**src/rtl/alphacore_scan_ctrl.sv**
```systemverilog
// alphacore_scan_ctrl: automated register-scan sequencer for the alphacore debug port.
// Walks a programmable slot table of register indices. For each slot it drives
// dbg_sel, lets the read path settle for DWELL cycles, samples dbg_rdata and
// emits a {sel, data, last} record on a valid/ready stream. After the last slot
// it pulses core_run for RUN_PULSE cycles and then either rescans or idles.
// Optional build macro SCAN_CHANGE_ONLY_EN: suppress records whose value has
// not changed since the previous frame (the last slot is always emitted).
module alphacore_scan_ctrl #(
    parameter int DATA_W    = 32,
    parameter int ADDR_W    = 5,
    parameter int NUM_SLOTS = 18,
    parameter int DWELL     = 10,
    parameter int RUN_PULSE = 16,
    parameter int IDX_W     = (NUM_SLOTS > 1) ? $clog2(NUM_SLOTS) : 1
) (
    input  logic              fastclk,
    input  logic              reset,
    input  logic              start,
    input  logic              continuous,
    input  logic              cfg_we,
    input  logic [IDX_W-1:0]  cfg_idx,
    input  logic [ADDR_W-1:0] cfg_sel,
    output logic [ADDR_W-1:0] dbg_sel,
    input  logic [DATA_W-1:0] dbg_rdata,
    output logic              core_run,
    output logic              rec_valid,
    input  logic              rec_ready,
    output logic [ADDR_W-1:0] rec_sel,
    output logic [DATA_W-1:0] rec_data,
    output logic              rec_last,
    output logic              busy,
    output logic [15:0]       frame_cnt,
    output logic              cfg_err
);

    // One counter serves both the settle wait and the run pulse.
    localparam int CNT_MAX = (DWELL > RUN_PULSE) ? DWELL : RUN_PULSE;
    localparam int CNT_W   = $clog2(CNT_MAX + 1);
    localparam logic [IDX_W:0] NUM_SLOTS_W = (IDX_W + 1)'(NUM_SLOTS);

    typedef enum logic [2:0] {
        S_IDLE,
        S_SETTLE,
        S_CAPTURE,
        S_EMIT,
        S_STEP
    } state_t;

    state_t              state_q;
    logic [IDX_W-1:0]    idx_q;
    logic [CNT_W-1:0]    cnt_q;
    logic [ADDR_W-1:0]   dbg_sel_q;
    logic                core_run_q;
    logic                rec_valid_q;
    logic [ADDR_W-1:0]   rec_sel_q;
    logic [DATA_W-1:0]   rec_data_q;
    logic                rec_last_q;
    logic                busy_q;
    logic [15:0]         frame_cnt_q;
    logic                cfg_err_q;

    logic [ADDR_W-1:0]   slot_q [NUM_SLOTS];

    logic                cfg_idx_ok;
    logic                cfg_wr_en;
    logic                is_last;
    logic                skip_d;
    logic [ADDR_W-1:0]   slot_first_d;
    logic [ADDR_W-1:0]   slot_next_d;

    assign cfg_idx_ok = ({1'b0, cfg_idx} < NUM_SLOTS_W);
    assign cfg_wr_en  = cfg_we && cfg_idx_ok && (state_q == S_IDLE);
    assign is_last    = (idx_q == IDX_W'(NUM_SLOTS - 1));

    // A write coinciding with start must be visible to the very first slot,
    // so slot 0 is forwarded from the write port when it is being written.
    assign slot_first_d = (cfg_wr_en && (cfg_idx == '0)) ? cfg_sel : slot_q[0];
    assign slot_next_d  = is_last ? slot_q[0] : slot_q[idx_q + IDX_W'(1)];

    // Slot table: identity map after reset, writable only while idle.
    for (genvar gi = 0; gi < NUM_SLOTS; gi++) begin : g_slot
        always_ff @(posedge fastclk) begin
            if (reset) begin
                slot_q[gi] <= ADDR_W'(gi);
            end else if (cfg_wr_en && (cfg_idx == IDX_W'(gi))) begin
                slot_q[gi] <= cfg_sel;
            end
        end
    end

`ifdef SCAN_CHANGE_ONLY_EN
    logic                first_q;
    logic [DATA_W-1:0]   shadow_q [NUM_SLOTS];

    // Per-slot shadow of the last captured value; cleared at reset and start.
    for (genvar gi = 0; gi < NUM_SLOTS; gi++) begin : g_shadow
        always_ff @(posedge fastclk) begin
            if (reset) begin
                shadow_q[gi] <= '0;
            end else if ((state_q == S_IDLE) && start) begin
                shadow_q[gi] <= '0;
            end else if ((state_q == S_CAPTURE) && (idx_q == IDX_W'(gi))) begin
                shadow_q[gi] <= dbg_rdata;
            end
        end
    end

    // Unchanged values are dropped except in the first frame and on the last slot.
    assign skip_d = !first_q && !is_last && (dbg_rdata == shadow_q[idx_q]);
`else
    assign skip_d = 1'b0;
`endif

    // Scan sequencer: settle, capture, emit per slot, then the core step pulse.
    always_ff @(posedge fastclk) begin
        if (reset) begin
            state_q     <= S_IDLE;
            idx_q       <= '0;
            cnt_q       <= '0;
            dbg_sel_q   <= '0;
            core_run_q  <= 1'b0;
            rec_valid_q <= 1'b0;
            rec_sel_q   <= '0;
            rec_data_q  <= '0;
            rec_last_q  <= 1'b0;
            busy_q      <= 1'b0;
            frame_cnt_q <= '0;
            cfg_err_q   <= 1'b0;
`ifdef SCAN_CHANGE_ONLY_EN
            first_q     <= 1'b0;
`endif
        end else begin
            cfg_err_q <= cfg_we && (!cfg_idx_ok || (state_q != S_IDLE));
            case (state_q)
                S_IDLE: begin
                    if (start) begin
                        state_q   <= S_SETTLE;
                        idx_q     <= '0;
                        cnt_q     <= '0;
                        dbg_sel_q <= slot_first_d;
                        busy_q    <= 1'b1;
`ifdef SCAN_CHANGE_ONLY_EN
                        first_q   <= 1'b1;
`endif
                    end
                end
                S_SETTLE: begin
                    if (cnt_q == CNT_W'(DWELL - 1)) begin
                        state_q <= S_CAPTURE;
                        cnt_q   <= '0;
                    end else begin
                        cnt_q <= cnt_q + CNT_W'(1);
                    end
                end
                S_CAPTURE: begin
                    if (skip_d) begin
                        // Nothing new to report: move straight on to the next slot.
                        state_q   <= S_SETTLE;
                        idx_q     <= idx_q + IDX_W'(1);
                        dbg_sel_q <= slot_next_d;
                    end else begin
                        state_q     <= S_EMIT;
                        rec_valid_q <= 1'b1;
                        rec_sel_q   <= dbg_sel_q;
                        rec_data_q  <= dbg_rdata;
                        rec_last_q  <= is_last;
                    end
                end
                S_EMIT: begin
                    if (rec_ready) begin
                        rec_valid_q <= 1'b0;
                        cnt_q       <= '0;
                        if (is_last) begin
                            state_q    <= S_STEP;
                            core_run_q <= 1'b1;
                        end else begin
                            state_q   <= S_SETTLE;
                            idx_q     <= idx_q + IDX_W'(1);
                            dbg_sel_q <= slot_next_d;
                        end
                    end
                end
                S_STEP: begin
                    if (cnt_q == CNT_W'(RUN_PULSE - 1)) begin
                        cnt_q       <= '0;
                        core_run_q  <= 1'b0;
                        frame_cnt_q <= frame_cnt_q + 16'd1;
`ifdef SCAN_CHANGE_ONLY_EN
                        first_q     <= 1'b0;
`endif
                        if (continuous) begin
                            state_q   <= S_SETTLE;
                            idx_q     <= '0;
                            dbg_sel_q <= slot_q[0];
                        end else begin
                            state_q <= S_IDLE;
                            busy_q  <= 1'b0;
                        end
                    end else begin
                        cnt_q <= cnt_q + CNT_W'(1);
                    end
                end
                default: begin
                    state_q <= S_IDLE;
                    busy_q  <= 1'b0;
                end
            endcase
        end
    end

    assign dbg_sel   = dbg_sel_q;
    assign core_run  = core_run_q;
    assign rec_valid = rec_valid_q;
    assign rec_sel   = rec_sel_q;
    assign rec_data  = rec_data_q;
    assign rec_last  = rec_last_q;
    assign busy      = busy_q;
    assign frame_cnt = frame_cnt_q;
    assign cfg_err   = cfg_err_q;

endmodule

```
**config.mk**
```make
export PLATFORM = sky130hd
export DESIGN_NAME = alphacore_scan_ctrl
export DESIGN_NICKNAME = d
export VERILOG_FILES = /design/src/rtl/alphacore_scan_ctrl.sv
export SDC_FILE = /design/constraint.sdc
export NUM_CORES = 1
export LEC_CHECK = 0
export ABC_AREA = 0
export BUFFER_PORTS_ARGS = -buffer_cell sky130_fd_sc_hd__buf_2
export CORE_MARGIN = 2
export CORE_UTILIZATION = 35
export DETAILED_ROUTE_END_ITERATION = 8
export HOLD_SLACK_MARGIN = 0.12
export PLACE_DENSITY = 0.53
export SETUP_SLACK_MARGIN = 0.05
export SYNTH_ARGS = -nofsm -noshare
export SYNTH_HDL_FRONTEND = slang
export SYNTH_SLANG_ARGS = --single-unit
```
**constraint.sdc**
```tcl
create_clock -name fastclk -period 2.46 [get_ports fastclk]
set_input_delay 0.369 -clock fastclk [delete_from_list [all_inputs] [get_ports fastclk]]
set_output_delay 0.369 -clock fastclk [all_outputs]
set_load 0.1 [all_outputs]
```
## Word-level counts from Yosys, hierarchy flattened

Memories as Yosys holds them, arrays and structs flattened.
Index checks and enable logic that the tools add are counted.

- Bits in read-only memories: 0
- Memories kept: 1
- Bits of input ports: 48
- Flip-flop bits (word level): 76
- Memory bits (writable): 90
- Output and inout port bits: 63
- Bits in latches: 0

Memory list:

| memory | words | bits a word | read ports | clocked after Yosys merged registers in | wr ports | RTL line | text |
|---|---|---|---|---|---|---|---|
| slot_q | 18 | 5 | 2 | 0 | 18 | 62 | `logic [ADDR_W-1:0] slot_q [NUM_SLOTS];` |

- $lt $le $gt $ge: 1
- Multiplexer cells: 108
- Bitwise operators: 19
- Equal/unequal tests: 32
- Add/sub/neg operators: 3
- Reduce and logical (&&, ||, !) cells: 38
- Shift operators: 0
- $mul: 0
- Div/mod/pow operators: 0

Operators by type and width:

| cell | number |
|---|---|
| 5-bit two-way mux | 32 |
| 1-bit two-way mux | 64 |
| 5-bit by 4-bit equality test with 1-bit output (second input constant) | 10 |
| 5-bit one-hot mux with 3 select lines | 2 |
| 1-bit logical AND | 21 |
| 5-bit by 3-bit equality test with 1-bit output (second input constant) | 4 |
| 5-bit one-hot mux with 4 select lines | 1 |
| 1-bit OR | 18 |
| 16-bit by 1-bit adder with 16-bit output (second input constant) | 1 |
| 2-bit inequality test (second input constant) | 8 |
| 5-bit equality test (second input constant) | 3 |
| 3-bit two-way mux | 5 |
| 3-bit one-hot mux with 5 select lines | 1 |
| 4-bit AND reduction | 3 |
| 5-bit by 1-bit adder with 5-bit output (second input constant) | 2 |
| 5-bit by 2-bit equality test with 1-bit output (second input constant) | 2 |
| 3-bit by 2-bit equality test with 1-bit output (second input constant) | 2 |
| 6-bit AND reduction | 1 |
| 3-bit nonzero test | 2 |
| 5-bit by 1-bit equality test with 1-bit output (second input constant) | 1 |
| 5-bit logical NOT | 1 |
| 5-bit less-than comparator (second input constant) | 1 |
| 1-bit one-hot mux with 2 select lines | 2 |
| 2-bit AND reduction | 2 |
| other kinds (11) | 12 |

## Depth between registers and ports, before layout

Gate-level depths: netlist of the first run.

- Word-level depth: 8
- Mapped depth: 11

## Least setup slack after synthesis of the first run

No wires, ideal clock.

- Path kind: register to register
- Start: register frame_cnt_q[3] (netlist: frame_cnt[3])
- End: register frame_cnt_q[13] (netlist: frame_cnt[13])
- Stages on the path, launching flop included: 6
- Period minus slack after synthesis: 2207 ps
- Required time: 2332 ps
- Path buffers: 0
- Slack: 253 ps
- Arrival: 2079 ps
- Cell sequence: dfxtp_1 -> and4_1 -> nand4_1 -> nor3b_1 -> xnor2_1 -> nor2_1

- Word-level cells in the longest chain between the ends: 1

Ends and longest elaborated chain:

| what | RTL line | text |
|---|---|---|
| start, declared | 59 | `logic [15:0] frame_cnt_q;` |
| start signal, assigned | 187 | `frame_cnt_q <= frame_cnt_q + 16'd1;` |
| 16-bit by 1-bit adder with 16-bit output | 187 |  |

Every way passes these cells.
A chain may end at the register's enable or synchronous reset.

## Worst setup path in the final report of the first run

- Start: register cnt_q[1]
- End: register dbg_sel_q[0] (netlist: dbg_sel[0])

- Word-level cells in the longest chain between the ends: 3

Ends and longest elaborated chain:

| what | RTL line | text |
|---|---|---|
| start, declared | 51 | `logic [CNT_W-1:0] cnt_q;` |
| start signal, assigned | 152 | `cnt_q <= cnt_q + CNT_W'(1);` |
| start signal, assigned | 200 | `cnt_q <= cnt_q + CNT_W'(1);` |
| 5-bit by 4-bit equality test with 1-bit output | 184 | `if (cnt_q == CNT_W'(RUN_PULSE - 1)) begin` |
| 2-bit inequality test (no source line) | n/a |  |
| 6-bit AND reduction (no source line) | n/a |  |
| end signal, assigned | 160 | `dbg_sel_q <= slot_next_d;` |
| end signal, assigned | 179 | `dbg_sel_q <= slot_next_d;` |
| end signal, assigned | 194 | `dbg_sel_q <= slot_q[0];` |
| end, declared | 52 | `logic [ADDR_W-1:0] dbg_sel_q;` |

Every way passes these cells.

==> impl_metrics.yaml, run 1 <==
die:
  ios: 111
  dieArea_sq_um: 23150
  start_util_pct: 35.43
  die_height_um: 152.2
  die_w_um: 152.2
  coreArea_sq_um: 21690
  num_rows: 54
route:
  drc: 0
  ant_nets: 0
  drt_first_iter_violations: 350
  avgRoutedWirePerCell_um: 17.29
  viasPerCell: 5.079
  dr.pass1.iters: 4
  vias: 5694
  routed_wl_mm: 19.38
worst_setup_path:
  critPathLaunchType: "flop"
  cp.arrival_ns: 2.49
  endpoint_kind: "flop"
  required_ns: 2.78
  critPathKind: "flop to flop"
  worstPathMaxFanout: 15
sta:
  setup_tns_ns: 0
  rsz0062_at_grt: "no"
  skew_ns: 0.01514
  final_hold_viol_count: 0
  max_slew.worst_pin.slew_ns: 0.6476
  fin_crit_sh_pct: 88.44
  holdWs_ns: 0.1739
  slew_headroom_pct: 56.82
  clock.fmax_mhz: 459.7
  setup_viol: 0
  slew_viol_final: 0
  fin_crit_ns: 2.176
power_and_ir_drop:
  power_leakage_nw: 3.383
  ir_drop_mv: 0.3967
  power.density_nw_per_um2: 658.8
  p_clk_share_pct: 44.5
  seq_power_share_pct: 49.0
  swShare_pct: 25.38
  power_switching_mw: 1.551
  power.internal_mw: 4.558
  combinationalPowerShare_pct: 6.5
outcome:
  outcome: "finished, final reports clean"
clock_network:
  clock_latency_ns: 0.43
  cts_made_buffers: 17
  clockBufferDepth: 2
  cts_tree: "built"
  cts.sinks: 166
  clock-root-buffer: "clkbuf_16"
  clk_pin_slew_ns: 0.07
  ctsHtreeMaxLevel: 4
  ctsHoldBuffers: 0
grt:
  grt_start_max_net_pins: 57
  grtUsageTotal_pct: 17.01
  grt-ovfl-total: 0
  grt_pass1_vias: 5538
  grt_first_pass_wirelength_mm: 31.02
  antenna_found_initial: 0
min_path:
  worstHoldPathType: "input port to flop"
placed_design:
  place_congestion: 0.7926
  port-buffer-count: 110
  hpwl_mm: 13.31
yosys:
  synth_fa_ha_area_share_pct: 1.140
  synthMuxAreaShare_pct: 8.614
  ys.flop_type: "edfxtp_1"
  ys_seq_area_share_pct: 54.97
  yosys_warnings: 0
  avgSynthCellArea_sq_um: 10.76
  synth_top_family_by_area: "simple AND/OR/NAND/NOR gates"
  synth_cell_types: 61
  ys_top_cells_by_area: "edfxtp_1 (35%), dfxtp_1 (20%), mux4_2 (5.9%)"
  synthXorXnorAreaFrac_pct: 1.922
  synthCells: 714
  synth_compound_area_share_pct: 9.135
  async_reset_ff_share_pct: 0
  synth_top_area_share_pct: 35.17
  syn_area_sq_um: 7684
  yosys.area_share.simple_pct: 20.71
  synth_nets: 769
  synth-seq-cells: 166
  synth_common_cells: "nand2_1 (101), edfxtp_1 (90), dfxtp_1 (76), a21oi_1 (59), nor2_1 (44)"
  synth_edf_count: 90
  yosysMostFrequentCell: "nand2_1"
  yosys.area.top_type: "edfxtp_1"
finish:
  fin_nets: 883
  area_delta_synth_final_pct: 20.70
  fillers: 2120
  drive_gt1_share_pct: 25.33
  diodes: 0
job:
  drv_cap: 0
[worst paths after layout]
path,startpoint,to,slack (ns),cells past startpoint
max,cnt_q[1],dbg_sel[0],0.28,9
min,dbg_rdata[12],rec_data[12],0.17,3
max reg2reg,cnt_q[1],dbg_sel[0],0.28,9
min reg2reg,rec_data[2],rec_data[2],0.45,2
[state kept, by name (all words and copies together), names as in the netlist]
signal     flops
slot_q        90
rec_data      32
frame_cnt     16
cnt_q          5
dbg_sel        5
idx_q          5
rec_sel        5
state_q        3
busy           1
cfg_err        1
core_run       1
rec_last       1
rec_valid      1
[area by class of cell]
cell class | count | area [sq um] | area share [%]
multi-input cells | 485 | 3198 | 34.48
inverters | 14 | 52.55 | 0.5666
clock inverters | 15 | 188.9 | 2.037
repair buffers | 144 | 833.3 | 8.985
well taps | 280 | 350.3 | 3.778
clock buffers | 17 | 425.4 | 4.587
flip-flops and latches | 166 | 4225 | 45.56
[power by group through the flow]
stage	Combinational [mW]	Sequential, mW	Clock (mW)
after floorplan	0.184	3.11	0
after global placement	0.396	3.06	0
after detailed placement	0.396	3.06	0
after CTS	0.398	3.00	2.79
after global routing	0.426	3.00	2.90
final	0.395	2.99	2.72
[layout by cell type, fill, tap and decap left out, drive strengths merged, types with 2 or more instances in the layout]
| master | instances |
|---|---|
| nand2b | 10 |
| and4bb | 2 |
| or3 | 31 |
| nor3b | 2 |
| buf | 144 |
| nand3 | 14 |
| ha | 7 |
| nand3b | 5 |
| nand4 | 4 |
| or2 | 4 |
| nor2 | 45 |
| a21o | 4 |
| a22oi | 2 |
| and3 | 6 |
| xnor2 | 8 |
| o21bai | 14 |
| o31a | 4 |
| clkinv | 8 |
| xor2 | 8 |
| a311o | 4 |
| and2 | 43 |
| dfxtp | 76 |
| o21ai | 9 |
| edfxtp | 90 |
| mux4 | 20 |
| a21oi | 59 |
| nand2 | 101 |
| nor4 | 5 |
| o22ai | 5 |
| nor2b | 5 |
| inv | 19 |
| a211oi | 2 |
| mux2i | 20 |
| clkbuf | 17 |
| nor3 | 26 |
[layer usage]
metal	wire, um	global-route usage [%]	part of all wire [%]
met1	9069	24.03	47
met2	8769	26.02	45
met3	1351	4.152	7.0
met4	193	5.073	1.0
met5	0	0	0
[through the flow]
stage / power, mW / utilization, % / area, sq um / std cells / setup WS, ns
2_1_floorplan: 3.295 / - / 7684 / 714 / 0.2531
3_3_place_gp: 3.454 / 39.92 / 8657 / 1089 / 0.1841
3_5_place_dp: 3.455 / 39.92 / 8657 / 1089 / 0.1587
4_1_cts: 6.179 / 42.75 / 9271 / 1121 / 0.1466
5_1_grt: 6.329 / 42.76 / 9274 / 1121 / 0.1386
6_report: 6.109 / 42.76 / 9274 / 1121 / 0.2845
[kinds of logic (layout without fill, tap and decap cells)]
family / after synthesis / count (layout)
buf+inv: 63 / 190
mux: 41 / 41
simple gates: 309 / 309
xor+xnor: 16 / 16
fa+ha+maj: 7 / 7
flops: 166 / 166
compound gates: 112 / 112
[what timing repair did]
| item | 4_1_cts | 5_1_grt |
|---|---|---|
| endpoints found under the setup margin | 0 | 4 |
| gates resized for setup | 0 | 2 |
| buffers inserted | 0 | 0 |
[worst max-delay path: stages, from the launching register on]
cell and delay [ns]:
dfxtp_1 0.37, ha_1 0.18, nand3_1 0.11, inv_1 0.07, ha_1 0.17, a211o_1 0.16
o22ai_2 0.07, or2_4 0.33, a311o_1 0.34, o31a_1 0.28
(Power assumes the default switching activity.)
==> run 2: changes to the inputs <==
==> constraint.sdc (replaced) <==
create_clock -name fastclk -period 2.4 [get_ports fastclk]
set_input_delay 0.36 -clock fastclk [delete_from_list [all_inputs] [get_ports fastclk]]
set_output_delay 0.36 -clock fastclk [all_outputs]
set_load 0.1 [all_outputs]
==> run 2 against run 1 <==
Sequential share of layout area grew 0.080 points. Register-to-register slack lost 0.06 ns. Via count shrank 2.1%. Global-route usage shrank 0.10 points. Clock skew grew 0.0026 ns. Design area shrank 0.18%. Non-clock buffer count is the same. Combinational power grew 3%. Clock power is essentially flat. Die area is the same. Critical path depth shrank 4. Fmax shrank 0.23%.
==> impl_metrics.yaml, run 2 (same netlist as run 1, synthesis figures left out) <==
route:
  drc: 0
  avgRoutedWirePerCell_um: 17.06
  ant_nets: 0
  vias: 5574
  viasPerCell: 4.972
  dr.pass1.iters: 4
  drt_first_iter_violations: 308
  routed_wl_mm: 19.12
sta:
  setup_tns_ns: 0
  skew_ns: 0.01778
  fin_crit_ns: 2.180
  max_slew.worst_pin.slew_ns: 0.5501
  fin_crit_sh_pct: 90.85
  setup_viol: 0
  setup_ws_ns: 0.2195
  clock.fmax_mhz: 458.6
  final_hold_viol_count: 0
  holdWs_ns: 0.1583
  slew_viol_final: 0
  slew_headroom_pct: 63.33
  rsz0062_at_grt: "no"
finish:
  area_delta_synth_final_pct: 20.49
  layout_common_cells: "buf_2 (109), nand2_1 (101), edfxtp_1 (90)"
  fillers: 2086
  register_area_sq_um: 4225
  postLayoutCoreUtil_pct: 42.68
  regMostFlops: "slot_q"
  drive_gt1_share_pct: 25.33
  largest_reg_flops: 90
  fin_nets: 883
  diodes: 0
  multi_input_area_sq_um: 3198
  final_common_cell: "buf_2"
worst_setup_path:
  endpoint_kind: "flop"
  cp_slowest_cell: "or3_1"
  worstPathMaxFanout: 12
  required_ns: 2.58
  startpoint: "state_q[1]"
  timing.reg2reg.setup_slack_ns: 0.22
  crit_chain: "nor4b_4 -> buf_4 -> nand3b_2 -> or3_1 -> or3_1"
  cp_num_buf_inv: 1
  crit_top_cell: "or3_1"
  critPathLaunchType: "flop"
  cp.arrival_ns: 2.36
  crit_family: "simple AND/OR/NAND/NOR gates"
  r2r-end: "slot_q[13][2]"
  worst_r2r_path_depth: 5
  critPathKind: "flop to flop"
  r2r-start: "state_q[1]"
  critPathMaxStageDelay_ns: 0.51
die:
  die_height_um: 152.2
  coreArea_sq_um: 21690
  dieArea_sq_um: 23150
  die_w_um: 152.2
  start_util_pct: 35.43
  ios: 111
  num_rows: 54
placed_design:
  port-buffer-count: 110
  preCtsSetupSlack_ns: 0.1030
  place_congestion: 0.7497
  hpwl_mm: 13.22
power_and_ir_drop:
  power_switching_mw: 1.616
  power.internal_mw: 4.580
  combinationalPowerShare_pct: 6.6
  power.density_nw_per_um2: 669.4
  power_leakage_nw: 3.375
  ir_drop_mv: 0.4055
  swShare_pct: 26.08
  p_clk_share_pct: 43.9
  seq_power_share_pct: 49.5
min_path:
  hold_start: "dbg_rdata[10]"
  whs_path_depth: 3
  worstHoldPathType: "input port to flop"
  holdPathEnd: "rec_data[10]"
clock_network:
  cts.sinks: 166
  ctsHtreeMaxLevel: 4
  clockBufferDepth: 2
  clk_pin_slew_ns: 0.07
  clock-root-buffer: "clkbuf_16"
  cts_tree: "built"
  clock_latency_ns: 0.44
  cts_setup_buffers: 0
  cts_made_buffers: 17
grt:
  grt_pass1_vias: 5552
  antenna_found_initial: 0
  grt-ovfl-total: 0
  grtUsageTotal_pct: 16.91
  grt_first_pass_wirelength_mm: 30.98
  grt_start_max_net_pins: 53
outcome:
  outcome: "finished, final reports clean"
job:
  drv_cap: 0
## run 2: timing repair
item,in CTS,in global routing
gates resized for setup,0,2
hold buffers,0,0
setup endpoints to repair,0,7
## run 2: routing by layer
| metal | share of wire [%] | wire (um) | vias up | track usage, % |
|---|---|---|---|---|
| li1 | - | - | 2789 | - |
| met1 | 48 | 9259 | 2632 | 23.89 |
| met2 | 45 | 8652 | 137 | 26.10 |
| met3 | 5.3 | 1012 | 16 | 4.181 |
| met4 | 1.0 | 199 | 0 | 4.450 |
| met5 | 0 | 0 | - | 0 |
## run 2: power groups by stage
stage	sequential, mW	clock (mW)	combinational, mW
after floorplan	3.19	0	0.188
after global placement	3.13	0	0.409
after detailed placement	3.13	0	0.409
after CTS	3.07	2.79	0.410
after global routing	3.07	2.92	0.441
final	3.07	2.72	0.406
## run 2: area by class of cell
type	instances	area share, %
clock buffers	17	4.595
well taps	280	3.784
clock inverters	15	1.865
flip-flops and latches	166	45.64
inverters	14	0.5676
multi-input cells	485	34.55
repair buffers	144	9.001
## run 2: worst max path at each step
stage                    endpoint  slack (ns)  cells past startpoint
global route         slot_q[4][2]        0.07                      6
detailed placement     dbg_sel[0]        0.10                      9
CTS                    dbg_sel[0]        0.09                      9
global placement       dbg_sel[0]        0.15                      9
finish              slot_q[13][2]        0.22                      5
floorplan           frame_cnt[13]        0.19                      5
## run 2: per-stage QoR
stage               power [mW]  cell area, sq um  instances
finish                   6.197              9258       1121
global route             6.436              9258       1121
CTS                      6.270              9255       1121
detailed placement       3.542              8657       1089
global placement         3.540              8657       1089
floorplan                3.377              7684        714
## run 2: worst min-delay path, cell delays in order
cell and delay (ns):
buf_2 0.09, nand2_1 0.04, a21oi_1 0.05
